$ cat src/rtl/trap_ctrl.sv
// trap_ctrl: machine trap sequencer and trap CSR file.
// Captures exception/mret state, holds the pipeline in flush for FLUSH_CYCLES
// cycles, then issues a one-cycle redirect to the trap vector or to mepc.
module trap_ctrl #(
  parameter int unsigned FLUSH_CYCLES  = 2,
  parameter logic [31:0] RESET_MTVEC   = 32'h0000_0000,
  parameter logic [31:0] ILLEGAL_CAUSE = 32'd2
) (
  input  logic        clk,
  input  logic        rst,
  input  logic        g_exception,
  input  logic [31:0] pc_ex,
  input  logic [31:0] inst_ex,
  input  logic        cmd_mret_ex,
  input  logic        csr_we,
  input  logic [11:0] csr_waddr,
  input  logic [31:0] csr_wdata,
  input  logic [11:0] csr_raddr,
  output logic [31:0] csr_rdata,
  output logic        flush_pipe,
  output logic        jmp_trap,
  output logic [31:0] trap_pc,
  output logic        trap_busy
);

  localparam logic [11:0] A_MSTATUS = 12'h300;
  localparam logic [11:0] A_MTVEC   = 12'h305;
  localparam logic [11:0] A_MEPC    = 12'h341;
  localparam logic [11:0] A_MCAUSE  = 12'h342;
  localparam logic [11:0] A_MTVAL   = 12'h343;
  localparam logic [3:0]  CNT_INIT  = 4'(FLUSH_CYCLES - 1);

  typedef enum logic [1:0] {IDLE, FLUSH, JUMP} state_e;

  state_e      state_q, state_d;
  logic [3:0]  cnt_q, cnt_d;
  logic [31:0] target_q, target_d;
  logic [31:0] mepc_q, mepc_d;
  logic [31:0] mcause_q, mcause_d;
  logic [31:0] mtval_q, mtval_d;
  logic [31:0] mtvec_q, mtvec_d;
  logic        mie_q, mie_d;
  logic        mpie_q, mpie_d;

  logic take_exc, take_mret;

  // Requests are only honoured from IDLE; an exception masks a same-cycle mret.
  assign take_exc  = (state_q == IDLE) && g_exception;
  assign take_mret = (state_q == IDLE) && cmd_mret_ex && !g_exception;

  // State and CSR registers.
  always_ff @(posedge clk or posedge rst) begin
    if (rst) begin
      state_q  <= IDLE;
      cnt_q    <= 4'd0;
      target_q <= 32'd0;
      mepc_q   <= 32'd0;
      mcause_q <= 32'd0;
      mtval_q  <= 32'd0;
      mtvec_q  <= RESET_MTVEC;
      mie_q    <= 1'b0;
      mpie_q   <= 1'b0;
    end else begin
      state_q  <= state_d;
      cnt_q    <= cnt_d;
      target_q <= target_d;
      mepc_q   <= mepc_d;
      mcause_q <= mcause_d;
      mtval_q  <= mtval_d;
      mtvec_q  <= mtvec_d;
      mie_q    <= mie_d;
      mpie_q   <= mpie_d;
    end
  end

  // Next state: CSR writes first, trap/mret capture overrides the fields it owns.
  always_comb begin
    state_d  = state_q;
    cnt_d    = cnt_q;
    target_d = target_q;
    mepc_d   = mepc_q;
    mcause_d = mcause_q;
    mtval_d  = mtval_q;
    mtvec_d  = mtvec_q;
    mie_d    = mie_q;
    mpie_d   = mpie_q;

    if (csr_we) begin
      case (csr_waddr)
        A_MSTATUS: begin
          mie_d  = csr_wdata[3];
          mpie_d = csr_wdata[7];
        end
        A_MTVEC:  mtvec_d  = csr_wdata;
        A_MEPC:   mepc_d   = {csr_wdata[31:2], 2'b00};
        A_MCAUSE: mcause_d = csr_wdata;
        A_MTVAL:  mtval_d  = csr_wdata;
        default: ;
      endcase
    end

    case (state_q)
      IDLE: begin
        if (take_exc) begin
          mepc_d   = pc_ex;
          mcause_d = ILLEGAL_CAUSE;
          mtval_d  = inst_ex;
          mpie_d   = mie_q;
          mie_d    = 1'b0;
          // Direct mode only; the pre-write mtvec is the vector.
          target_d = {mtvec_q[31:2], 2'b00};
          cnt_d    = CNT_INIT;
          state_d  = FLUSH;
        end else if (take_mret) begin
          target_d = mepc_q;
          mie_d    = mpie_q;
          mpie_d   = 1'b1;
          cnt_d    = CNT_INIT;
          state_d  = FLUSH;
        end
      end
      FLUSH: begin
        if (cnt_q == 4'd0) state_d = JUMP;
        else               cnt_d   = cnt_q - 4'd1;
      end
      JUMP:    state_d = IDLE;
      default: state_d = IDLE;
    endcase
  end

  // Outputs decoded from state; trap_pc is only driven during the redirect.
  always_comb begin
    flush_pipe = (state_q != IDLE);
    trap_busy  = (state_q != IDLE);
    jmp_trap   = (state_q == JUMP);
    trap_pc    = (state_q == JUMP) ? target_q : 32'd0;
  end

  // Combinational CSR read port.
  always_comb begin
    csr_rdata = 32'd0;
    case (csr_raddr)
      A_MSTATUS: csr_rdata = {24'd0, mpie_q, 3'd0, mie_q, 3'd0};
      A_MTVEC:   csr_rdata = mtvec_q;
      A_MEPC:    csr_rdata = mepc_q;
      A_MCAUSE:  csr_rdata = mcause_q;
      A_MTVAL:   csr_rdata = mtval_q;
      default:   csr_rdata = 32'd0;
    endcase
  end

endmodule

$ cat config.mk
export PLATFORM = sky130hd
export DESIGN_NAME = trap_ctrl
export DESIGN_NICKNAME = d
export VERILOG_FILES = /design/src/rtl/trap_ctrl.sv
export SDC_FILE = /design/constraint.sdc
export NUM_CORES = 1
export LEC_CHECK = 0
export ABC_AREA = 0
export CORE_ASPECT_RATIO = 0.6
export CORE_MARGIN = 5
export CORE_UTILIZATION = 40
export DETAILED_ROUTE_END_ITERATION = 7
export GPL_TIMING_DRIVEN = 1
export PLACE_DENSITY = 0.66
export SLEW_MARGIN = 30
export SYNTH_ARGS = -nofsm -noshare
export SYNTH_HDL_FRONTEND = slang
export SYNTH_SLANG_ARGS = --single-unit
$ cat constraint.sdc
create_clock -name clk -period 13.88 [get_ports clk]
set_clock_uncertainty 0.1 [all_clocks]
set_input_delay 2.082 -clock clk [delete_from_list [all_inputs] [get_ports clk]]
set_output_delay 2.082 -clock clk [all_outputs]
set_load 0.02 [all_outputs]
# After elaboration in Yosys (flattened, before gate mapping)
# Cells that the tools add are included.
# W data, S select, Z words.
[op_classes]
magnitude_cmp = 0
addsub = 1
reduce_logical = 13
n_mul = 0
mux = 34
div = 0
shift = 0
n_eq_ne = 15
n_bitwise = 0
[op_table]
columns = ["operator", "n"]
rows = [
  ["$mux W32", 15],
  ["$pmux W32 S5", 1],
  ["$eq A12 B10 Y1 const B", 10],
  ["$mux W4", 3],
  ["$mux W1", 10],
  ["$pmux W4 S2", 1],
  ["$mux W2", 3],
  ["$reduce_and A2 Y1", 3],
  ["$reduce_bool A2 Y1", 3],
  ["$logic_not A4 Y1", 1],
  ["$ne A2 B2 Y1 const B", 2],
  ["$pmux W2 S2", 1],
  ["$sub A4 B1 Y4 const B", 1],
  ["$logic_and A1 B1 Y1", 3],
  ["$ne A3 B3 Y1 const B", 1],
  ["$reduce_and A3 Y1", 1],
  ["$eq A2 B1 Y1 const B", 1],
  ["$eq A2 B2 Y1 const B", 1],
  ["$logic_not A2 Y1", 1],
  ["$logic_not A1 Y1", 1],
]
[totals]
n_memories = 0
latch_bits = 0
mem_bits_ro = 0
regBits = 168
elab_cells = 72
input_bits = 125
ramBits = 0
output_inout_bits = 67

# Logic depth before layout (Yosys ltp)
[depth]
ltp_word = 6
mapped_depth = 8
ltp_nobuf = 6

# Worst setup path after synthesis
# No wires, ideal clock.
[synth_path]
kind = "input -> output"
startpoint = "input port csr_raddr[3]"
endpoint = "output port csr_rdata[3]"
cell_stages = 5
required_time_ns = 11.698
path_buffers = 2
arrival_time_ns = 3.598
path_slack_ns = 8.100
cell_sequence = "or4_4 -> or3_1 -> buf_6 -> buf_6 -> o22ai_1"
[synth_via]
elab_chain_len = 2
word_cells_on_any_way = 6
cone_classes = "5 x eq/ne; 1 x mux"
[synth_lines]
columns = ["element", "line", "text"]
rows = [
  ["start: declaration", "18", "input logic [11:0] csr_raddr,"],
  ["$eq A12 B10 Y1", "142", "case (csr_raddr)"],
  ["$pmux W32 S5 *", "142", ""],
  ["end: declaration", "19", "output logic [31:0] csr_rdata,"],
]
# Mark *: on every way between the ends. The rest lies on a longest branch, timed or not.

# Worst setup path after layout
[layout_path]
startpoint = "input port csr_raddr[3]"
endpoint = "output port csr_rdata[10]"
# Same word-level chain as after synthesis.

==> impl_metrics.xml <==
<?xml version="1.0" encoding="UTF-8"?>
<metrics>
  <group name="power">
    <metric name="totalPowerFinal" unit="mW">1.60</metric>
    <metric name="cell_internal_pwr" unit="mW">1.12</metric>
    <metric name="power_density" unit="mW/mm²">141</metric>
    <metric name="share_of_total_power_in_sequential_cells" unit="%">45.5</metric>
    <metric name="power_frac_clock" unit="%">32.5</metric>
    <metric name="power.share.combinational" unit="%">22.0</metric>
    <metric name="vdd_ir_drop_max" unit="V">0.0000842</metric>
    <metric name="net-switching-power" unit="mW">0.480</metric>
    <metric name="power.switching_fraction" unit="%">29.9</metric>
    <metric name="static-leakage-power" unit="nW">4.64</metric>
  </group>
  <group name="flow_run">
    <metric name="max-cap-violations" unit="">0</metric>
  </group>
  <group name="clocking">
    <metric name="cts_inserted_buffers" unit="">17</metric>
    <metric name="cts_post_setup_buffers_inserted" unit="">0</metric>
    <metric name="cts-hold-fix-buffers" unit="">0</metric>
    <metric name="clock_transition_at_the_registers_of_the_reported_paths" unit="ps">60</metric>
    <metric name="root_buffer" unit="">sky130_fd_sc_hd__clkbuf_16</metric>
    <metric name="worst_skew_pair.late_latency" unit="ps">430</metric>
    <metric name="cts.sink_count" unit="">168</metric>
    <metric name="htreeDepth" unit="">4</metric>
    <metric name="cts.path.max_buffers" unit="">2</metric>
    <metric name="ctsResizeCount" unit="">0</metric>
    <metric name="tritoncts" unit="">yes</metric>
  </group>
  <group name="global_route">
    <metric name="maximum_number_of_pins_on_one_net_before_global_route_repair" unit="">96</metric>
    <metric name="grt_pass1_vias" unit="">6898</metric>
    <metric name="gr-total-overflow" unit="">0</metric>
    <metric name="grtUsageTotal" unit="%">20.0</metric>
    <metric name="grt_first_pass_wirelength" unit="µm">40100</metric>
    <metric name="antenna_found_initial" unit="">3</metric>
  </group>
  <group name="floorplanning">
    <metric name="initial_utilization" unit="%">41.1</metric>
    <metric name="fp.dieW" unit="µm">201</metric>
    <metric name="rows" unit="">41</metric>
    <metric name="die-area" unit="mm²">0.0250</metric>
    <metric name="die_outline_height" unit="µm">124</metric>
    <metric name="core-area" unit="mm²">0.0212</metric>
    <metric name="io_pins" unit="">192</metric>
  </group>
  <group name="timing">
    <metric name="fin_crit_sh" unit="%">52.7</metric>
    <metric name="fin_setup_tns" unit="ps">0</metric>
    <metric name="hold_violations" unit="">0</metric>
    <metric name="achievable-frequency" unit="GHz">0.137</metric>
    <metric name="timing_worst_slew_pin_value" unit="ps">998</metric>
    <metric name="report.final.slew_viol_count" unit="">0</metric>
    <metric name="rsz_0062_raised_after_global_routing" unit="">false</metric>
    <metric name="maxSlewHeadroom" unit="%">33.3</metric>
    <metric name="finalCriticalPeriod" unit="ps">7320</metric>
    <metric name="setup_viol" unit="">0</metric>
  </group>
  <group name="logic_synthesis">
    <metric name="mappedNetlistArea" unit="mm²">0.00873</metric>
    <metric name="synth.yosys.seq_area_share" unit="%">48.1</metric>
    <metric name="synth_mux_area_share" unit="%">19.6</metric>
    <metric name="synth_top_family_by_area" unit="">multiplexers</metric>
    <metric name="post_synth_fa_ha_maj_area_fraction" unit="%">0.286</metric>
    <metric name="synth-xor-area-share" unit="%">0.201</metric>
    <metric name="synthesis.instances" unit="">841</metric>
    <metric name="ys_ff_latch" unit="">168</metric>
    <metric name="syn_area_per_cell" unit="µm²">10.4</metric>
    <metric name="ys_warn_count" unit="">0</metric>
    <metric name="synth-simple-area-share" unit="%">15.4</metric>
    <metric name="postSynth.asyncResetShare" unit="%">100</metric>
    <metric name="synth_edf_count" unit="">0</metric>
    <metric name="post_synth_num_cell_types" unit="">48</metric>
    <metric name="postSynthNetCount" unit="">968</metric>
    <metric name="synth_flop_cell" unit="">sky130_fd_sc_hd__dfrtp_1</metric>
    <metric name="synth_area_in_compound_gates" unit="%">11.5</metric>
  </group>
  <group name="layout">
    <metric name="drive_gt1_share" unit="%">9.08</metric>
    <metric name="diodes" unit="">0</metric>
    <metric name="area_of_the_multi_input_gates" unit="mm²">0.00412</metric>
    <metric name="syn_to_final_growth" unit="%">30.0</metric>
    <metric name="final_net_count" unit="">1127</metric>
    <metric name="sequential_cell_area" unit="mm²">0.00420</metric>
    <metric name="fillerInstances" unit="">1905</metric>
  </group>
  <group name="routing">
    <metric name="final_antenna_net_count" unit="">0</metric>
    <metric name="avgRoutedWirePerCell" unit="µm">19.7</metric>
    <metric name="firstDrtPassIters" unit="">5</metric>
    <metric name="detail_route.drc_violations" unit="">0</metric>
    <metric name="viasPerCell" unit="">5.27</metric>
    <metric name="route.final.wire_length" unit="µm">25500</metric>
    <metric name="detail_route.iter0.violations" unit="">455</metric>
    <metric name="via_count" unit="">6814</metric>
  </group>
  <group name="critical_path">
    <metric name="crit_required" unit="ps">11700</metric>
    <metric name="crit_path_start_kind" unit="">input pin</metric>
    <metric name="worstPathCellList" unit="">clkdlybuf4s50_1 &gt; or4_4 &gt; or3_4 &gt; nor2b_4 &gt; a221o_1 &gt; clkdlybuf4s50_1</metric>
    <metric name="arrival" unit="ps">5140</metric>
    <metric name="critPathTopFamily" unit="">simple AND/OR/NAND/NOR gates</metric>
    <metric name="end_kind" unit="">output port</metric>
    <metric name="critical-path-slowest-cell" unit="">sky130_fd_sc_hd__nor2b_4</metric>
    <metric name="timing.reg2reg.setup_slack" unit="ps">11280</metric>
    <metric name="worstPathBufferInverterCount" unit="">2</metric>
    <metric name="crit_top_cell" unit="">sky130_fd_sc_hd__clkdlybuf4s50_1</metric>
    <metric name="critPathMaxStageDelay" unit="ps">790</metric>
    <metric name="worstPathMaxFanout" unit="">30</metric>
    <metric name="worstSetupPathType" unit="">input pin to output port</metric>
  </group>
  <group name="place">
    <metric name="port-buffer-count" unit="">191</metric>
    <metric name="gp_congestion" unit="">0.777</metric>
    <metric name="placed_wire_length_estimate_after_detailed_placement" unit="µm">16700</metric>
  </group>
  <group name="worst_hold_path">
    <metric name="class_of_the_tightest_hold_or_removal_check" unit="">register to register</metric>
  </group>
  <group name="status">
    <metric name="status" unit="">complete, no violations</metric>
  </group>
</metrics>
[placed cells by master (no fill, tap or decap), types with 20 or more instances in the layout]
| master | Yosys | layout |
|---|---|---|
| sky130_fd_sc_hd__a21oi_1 | 35 | 35 |
| sky130_fd_sc_hd__mux2i_1 | 126 | 126 |
| sky130_fd_sc_hd__mux2_4 | 20 | 20 |
| sky130_fd_sc_hd__o21ai_1 | 57 | 57 |
| sky130_fd_sc_hd__o21ai_0 | 38 | 38 |
| sky130_fd_sc_hd__nand2_1 | 163 | 163 |
| sky130_fd_sc_hd__and2_1 | 33 | 32 |
| sky130_fd_sc_hd__a221o_1 | 30 | 30 |
| sky130_fd_sc_hd__clkdlybuf4s50_1 | 0 | 190 |
| sky130_fd_sc_hd__nor2_1 | 39 | 39 |
| sky130_fd_sc_hd__dfrtp_1 | 168 | 168 |
[area by class of cell]
type                       count  share of cell area, %
clock buffer                  22                   4.26
clock inverter                10                   1.45
inverter                       4                  0.176
multi-input combinational    606                   36.3
sequential                   168                   37.0
tap                          279                   3.07
timing repair buffer         203                   17.7
[worst register-to-register path, delay by kind of cell (launching register included)]
family,cells,cell delay [ps]
AO/OA/AOI/OAI,1,240
buffers and inverters,1,770
flip-flops,1,490
AND/OR/NAND/NOR,3,890
[layer usage]
metal | share of wire, % | track usage, % | wire length (µm)
met1 | 52 | 30.6 | 13300
met4 | 0.93 | 3.44 | 237
met2 | 41 | 28.3 | 10400
met3 | 6.1 | 6.01 | 1560
met5 | 0.086 | 0 | 22
[power groups by stage]
stage	registers (mW)	logic, mW	clock network [mW]
2_1_floorplan	0.702	0.256	0
3_3_place_gp	0.733	0.346	0
3_5_place_dp	0.735	0.355	0
4_1_cts	0.727	0.357	0.529
5_1_grt	0.747	0.398	0.548
6_report	0.729	0.353	0.521
[flip-flops by register name, summed over array words and instances (netlist names)]
signal    flops
mie_q         1
mtvec_q      32
cnt_q         4
mtval_q      32
mcause_q     32
mepc_q       32
mpie_q        1
state_q       2
target_q     32
[cell usage after synthesis, types with 3 or more instances]
library cell                number  area (µm²)
sky130_fd_sc_hd__clkbuf_1       22        82.6
sky130_fd_sc_hd__nand2_1       163         612
sky130_fd_sc_hd__buf_2          20         100
sky130_fd_sc_hd__and2_1         33         206
sky130_fd_sc_hd__dfrtp_1       168        4200
sky130_fd_sc_hd__nand4bb_1       3        33.8
sky130_fd_sc_hd__o21ai_1        57         285
sky130_fd_sc_hd__mux2_2          8        90.1
sky130_fd_sc_hd__mux2_1          5        56.3
sky130_fd_sc_hd__a221o_1        30         300
sky130_fd_sc_hd__mux2i_1       126        1260
sky130_fd_sc_hd__mux2_4         20         300
sky130_fd_sc_hd__nor4_4          3        63.8
sky130_fd_sc_hd__a21oi_1        35         175
sky130_fd_sc_hd__o21ai_0        38         190
sky130_fd_sc_hd__inv_1           4        15.0
sky130_fd_sc_hd__nor3_1          3        15.0
sky130_fd_sc_hd__buf_6          19         214
sky130_fd_sc_hd__nor2_1         39         146
[per-stage QoR]
stage	util [%]	hold WS [ps]	setup slack [ps]	instance area, µm²	instances
finish	53.5	407	6560	11400	1292
global route	53.5	424	6480	11400	1292
floorplan	-	358	7150	8730	841
CTS	53.4	404	6510	11300	1291
detailed placement	50.3	389	6520	10700	1259
global placement	50.3	381	6590	10700	1259
[final timing paths]
path,depth (start not counted),endpoint,startpoint
min in group asynchronous,2,mepc_q[8]$_DFF_PP0_,rst
max reg2reg,5,target_q[0]$_DFFE_PP0P_,state_q[0]$_DFFE_PP0P_
min reg2reg,1,target_q[1]$_DFFE_PP0P_,target_q[1]$_DFFE_PP0P_
max,6,csr_rdata[10],csr_raddr[3]
min,1,target_q[1]$_DFFE_PP0P_,target_q[1]$_DFFE_PP0P_
max in group asynchronous,3,mcause_q[7]$_DFF_PP0_,rst
[kinds of logic after synthesis]
kind of cell / after synthesis
DFF: 168
adders and majority gates: 2
muxes: 159
buffers and inverters: 67
AOI/OAI and AO/OA: 167
and+or+nand+nor: 276
xor gates and xnor gates: 2
Power figures use the tool's default switching activity.
